## src/rtl/oifs_tx_fifo_pkg.sv

```systemverilog
// Shared oifs tx datapath definitions: default payload width and channel encoding.
// Used by the tx interface, the tx controller and the tx FIFO.
package oifs_tx_fifo_pkg;

    localparam int OIFS_DATA_W_DEFAULT = 8;

    localparam logic OIFS_CH_A = 1'b0;
    localparam logic OIFS_CH_B = 1'b1;

endpackage

```

## src/rtl/oifs_tx_fifo_ram.sv

```systemverilog
// Storage array for the oifs tx FIFO: synchronous write, asynchronous read.
module oifs_tx_fifo_ram #(
    parameter int WIDTH      = 9,
    parameter int DEPTH_LOG2 = 4
) (
    input  logic                  i_clk,
    input  logic                  wr_en,
    input  logic [DEPTH_LOG2-1:0] wr_addr,
    input  logic [WIDTH-1:0]      wr_data,
    input  logic [DEPTH_LOG2-1:0] rd_addr,
    output logic [WIDTH-1:0]      rd_data
);

    logic [WIDTH-1:0] mem [2**DEPTH_LOG2];

    // NOTE: storage is deliberately left out of reset; the pointers alone decide
    // which entries are valid, and this keeps the array mappable to RAM cells.
    always_ff @(posedge i_clk) begin
        if (wr_en) begin
            mem[wr_addr] <= wr_data;
        end
    end

    assign rd_data = mem[rd_addr];

endmodule

```

## src/rtl/oifs_tx_fifo.sv

```systemverilog
// First-word-fall-through FIFO between the oifs tx controller and the tx interface.
// Each entry carries one payload byte plus its channel bit; ordering is never changed.
module oifs_tx_fifo
    import oifs_tx_fifo_pkg::*;
#(
    parameter int DATA_W     = OIFS_DATA_W_DEFAULT,
    parameter int DEPTH_LOG2 = 4
) (
    input  logic                i_clk,
    input  logic                i_arst,
    input  logic                i_valid,
    input  logic [DATA_W-1:0]   i_data,
    input  logic                i_channel,
    output logic                o_ready,
    output logic                o_valid,
    output logic [DATA_W-1:0]   o_data,
    output logic                o_channel,
    input  logic                i_ready,
    output logic [DEPTH_LOG2:0] o_level,
    output logic                o_empty,
    output logic                o_full
);

    logic [DEPTH_LOG2:0] wr_ptr;
    logic [DEPTH_LOG2:0] rd_ptr;
    logic                push;
    logic                pop;
    logic [DATA_W:0]     head;

    // Flags come only from the registered pointers, so o_ready has no path from i_ready/i_valid.
    assign o_empty = (wr_ptr == rd_ptr);
    assign o_full  = (wr_ptr[DEPTH_LOG2] != rd_ptr[DEPTH_LOG2]) &&
                     (wr_ptr[DEPTH_LOG2-1:0] == rd_ptr[DEPTH_LOG2-1:0]);
    assign o_level = wr_ptr - rd_ptr;

    assign o_ready = !o_full;
    assign o_valid = !o_empty;

    assign push = i_valid && o_ready;
    assign pop  = o_valid && i_ready;

    // NOTE: sequential state uses non-blocking assignments so every flop samples
    // the pre-edge values, independent of statement order.
    always_ff @(posedge i_clk or posedge i_arst) begin
        if (i_arst) begin
            wr_ptr <= '0;
            rd_ptr <= '0;
        end else begin
            if (push) begin
                wr_ptr <= wr_ptr + 1'b1;
            end
            if (pop) begin
                rd_ptr <= rd_ptr + 1'b1;
            end
        end
    end

    oifs_tx_fifo_ram #(
        .WIDTH      (DATA_W + 1),
        .DEPTH_LOG2 (DEPTH_LOG2)
    ) u_ram (
        .i_clk   (i_clk),
        .wr_en   (push),
        .wr_addr (wr_ptr[DEPTH_LOG2-1:0]),
        .wr_data ({i_channel, i_data}),
        .rd_addr (rd_ptr[DEPTH_LOG2-1:0]),
        .rd_data (head)
    );

    assign o_data    = head[DATA_W-1:0];
    assign o_channel = head[DATA_W];

endmodule

```

## config.mk

```make
export PLATFORM = sky130hd
export DESIGN_NAME = oifs_tx_fifo
export DESIGN_NICKNAME = d
export VERILOG_FILES = /design/src/rtl/oifs_tx_fifo_pkg.sv /design/src/rtl/oifs_tx_fifo_ram.sv /design/src/rtl/oifs_tx_fifo.sv
export SDC_FILE = /design/constraint.sdc
export NUM_CORES = 1
export LEC_CHECK = 0
export ABC_AREA = 0
export CORE_MARGIN = 2
export CORE_UTILIZATION = 52
export DETAILED_ROUTE_END_ITERATION = 7
export GPL_TIMING_DRIVEN = 0
export PLACE_DENSITY = 0.78
export SLEW_MARGIN = 30
export SYNTH_ARGS = -nofsm -noshare
export SYNTH_HDL_FRONTEND = slang
export SYNTH_SLANG_ARGS = --single-unit
```

## constraint.sdc

```tcl
create_clock -name i_clk -period 3.8 [get_ports i_clk]
set_input_delay 0.76 -clock i_clk [delete_from_list [all_inputs] [get_ports i_clk]]
set_output_delay 0.76 -clock i_clk [all_outputs]
set_load 0.005 [all_outputs]
```

==> impl_results.md <==
- Status: finished clean
- Routed length per instance: approximately 24 um
- RSZ-0062 raised after global routing: no
- Core area: approximately 0.012 mm2
- Die area: 0.0129 mm2
- Post-Route Skew: 0.00467 ns
- Pre-Repair DR Iteration Count: 5
- Max-slew headroom: 0.340
- Final HPWL from detailed placement: around 8000 um
- Share of cells above drive strength 1: 0.163
- Combinational share of power: 0.352
- Synth-to-Final Area Change: 18.1%
- CP Class: flop to output port
- Sequential power share: 0.355
- CTS Buffer Depth: 2
- GP Congestion: 0.813
- Synthesized cell area: 0.00627 mm2
- Post-Route WL: 12,800 um
- Synth top area share: 0.690
- Final Hold Fails: 0
- Most frequent cells in the layout: edfxtp_1 (144), clkdlybuf4s50_1 (30), mux2i_1 (27)
- Clk pwr share: 0.294
- Crit path required time: 3.04 ns
- Post-CTS Hold Buffers: 0
- Post-synthesis sequential area ratio: 0.730
- Final Setup Violations: 0
- NetSw: 1.86 mW
- Crit-path cells: buf_6 -> and2_1 -> buf_2 -> a22oi_1 -> mux2i_1 -> o21ai_1 -> clkdlybuf4s50_1
- Cell accounting for the most synthesized area: edfxtp_1
- Fmax: 0.281 GHz
- Final cell count without fillers: 533
- Post-synth EDFFs: 144
- Fin Setup TNS: 0 ns
- Worst-Margin Slew: 0.986 ns
- Avg Cell Area, Syn: 19.3 um2
- Initial antenna violation count: 0
- Worst r2r src: rd_ptr[2]$_DFFE_PP0P_
- Vias per cell: 6.05
- Global route overflow: 0
- Post-cts resize count: 0
- Pin count of the biggest net entering global routing: 17
- DRC viols: 0
- Die height: 114 um
- Crit path max-delay family: buffers and inverters
- Cell count after synthesis: 325
- H-tree depth: 4
- Fraction of registers with async set/reset: 0.0649
- Worst ir drop on vdd: roughly 0.53 mV
- Worst-Skew Late Latency: 0.42 ns
- Sink Count: 154
- Slowest cell on the critical path: clkdlybuf4s50_1
- Levels on crit path: 7
- Sw Ratio: 0.303
- Commonest non-fill, non-tap cell in the layout: edfxtp_1
- Final #Nets: 396
- Internal power component: 4.27 mW
- Final period util: 0.935
- Worst EP arrival: 2.79 ns
- Setup Buffers After CTS: 0
- Hold path cells: 1
- Initial drt markers: 297
- Fill cell count: 840
- Max Transition Viols Final: 0
- Root Buffer: clkbuf_16
- Worst-path maximum fanout: 10
- Yosys cell types: 32
- # diodes: 0
- #FFs+latches synth: around 150
- Ports: 31
- Primary FF master, synth: edfxtp_1
- Post-synth net total: 348
- HP Class: flop to flop
- Crit path from: rd_ptr[0]$_DFFE_PP0P_
- Vias in the first global route: 3,187
- CP Buf/Inv Count: 3
- Yosys warns: 0
- Crit-path max cell delay: 0.56 ns
- Routed Antenna Nets: 0
- Initial Util: 0.526
- CTS Buf Count: 17
- Endpoint class of the critical path: output port
- Worst r2r path cells: 6
- Synth top area cells: edfxtp_1 (69%), mux4_2 (6.5%), mux2i_1 (4.3%)
- Cell Rows: 40
- First-pass GRT wire length: 19,100 um
- Min-delay src: wr_ptr[4]$_DFFE_PP0P_
- Post-Place Cells: 502
- Leakage: roughly 2.5 nW
- Power Density: 828 mW/mm2
- CTS tree: yes
- DR vias: 3,224
- CP Launch Type: flop
- Tot GR Track Use: 0.213
- Die width: 114 um
- IO Port Bufs: 30
- Clk slew on worst S/H paths: 0.06 ns
- Minimum clock period: 3.55 ns
- Max Cap Viol: 0
[logic make-up after synthesis]
| group | after synthesis | share of synthesized area |
|---|---|---|
| adders and majority gates | 10 | 0.0212 |
| xor gates and xnor gates | 13 | 0.0182 |
| buffers and inverters | 24 | 0.0202 |
| DFF | 154 | 0.730 |
| AOI/OAI and AO/OA | 35 | 0.0397 |
| muxes | 54 | 0.146 |
| and+or+nand+nor | 35 | 0.0255 |
[metrics by stage]
step	util	hold slack (ns)	power, mW	instance area (um2)	setup slack, ns
after floorplan	-	0.501	3.47	6270	0.913
after global placement	0.567	0.520	4.30	6750	0.0662
after detailed placement	0.569	0.526	4.36	6770	0.345
after CTS	0.622	0.535	6.15	7410	0.0617
after global routing	0.621	0.575	6.37	7400	0.0870
final	0.621	0.535	6.13	7400	0.247
[flip-flops by register name, summed over array words and instances (netlist names)]
signal,cells
rd_ptr,5
u_ram.mem,144
wr_ptr,5
[power by group through the flow]
stage | clock network, mW | logic, mW | registers [mW]
2_1_floorplan | 0 | 1.29 | 2.17
3_3_place_gp | 0 | 2.11 | 2.20
3_5_place_dp | 0 | 2.15 | 2.21
4_1_cts | 1.82 | 2.16 | 2.17
5_1_grt | 1.88 | 2.29 | 2.19
6_report | 1.80 | 2.16 | 2.17
[worst register-to-register path: stages (launching register included)]
cell,delay [ns]
dfrtp_1,0.46
clkinv_1,0.38
ha_1,0.48
and4_1,0.23
a21boi_2,0.41
nand2_1,0.30
nor2_1,0.82
[cell usage after synthesis (2+ instances only)]
library cell and count:
a21o_1 2, a21boi_2 2, a22oi_1 9, edfxtp_1 144
dfrtp_1 10, buf_2 5, nor2_1 12, a21oi_1 2
o21ai_0 2, clkbuf_1 3, nand2_1 10, xor2_1 3
nor3_1 4, nand4_1 3, a32oi_1 9, mux4_2 18
buf_4 2, mux4_1 9, xnor2_1 10, ha_1 9
nand2b_1 2, o21ai_1 9, mux2i_1 27, inv_1 9
buf_6 3
[metal layers]
layer	global-route usage	part of all wire	up-vias	wire length [um]
li1	-	-	1415	-
met1	0.282	0.41	1642	5290
met2	0.321	0.48	135	6180
met3	0.0749	0.075	32	964
met4	0.0967	0.028	0	364
met5	0	0	-	0
[area by class of cell]
class / count / area [um2] / area share
clock inverters: 12 / 198 / 0.0267
inverters: 11 / 41.3 / 0.00558
repair buffers: 30 / 300 / 0.0406
flip-flops and latches: 154 / 4570 / 0.618
well taps: 147 / 184 / 0.0248
clock buffers: 20 / 437 / 0.0590
multi-input cells: 147 / 1590 / 0.215
plain buffers: 12 / 80.1 / 0.0108
[final timing paths]
| check | end | slack, ns |
|---|---|---|
| max in group asynchronous | rd_ptr[3]$_DFFE_PP0P_ | 2.88 |
| worst max register to register | u_ram.mem[14][0]$_DFFE_PP_ | 0.34 |
| min in group asynchronous | wr_ptr[1]$_DFFE_PP0P_ | 0.63 |
| worst min-delay path | wr_ptr[4]$_DFFE_PP0P_ | 0.54 |
| worst min register to register | wr_ptr[4]$_DFFE_PP0P_ | 0.54 |
| worst max-delay path | o_channel | 0.25 |
Note: power is estimated with default switching activity, not from simulation.
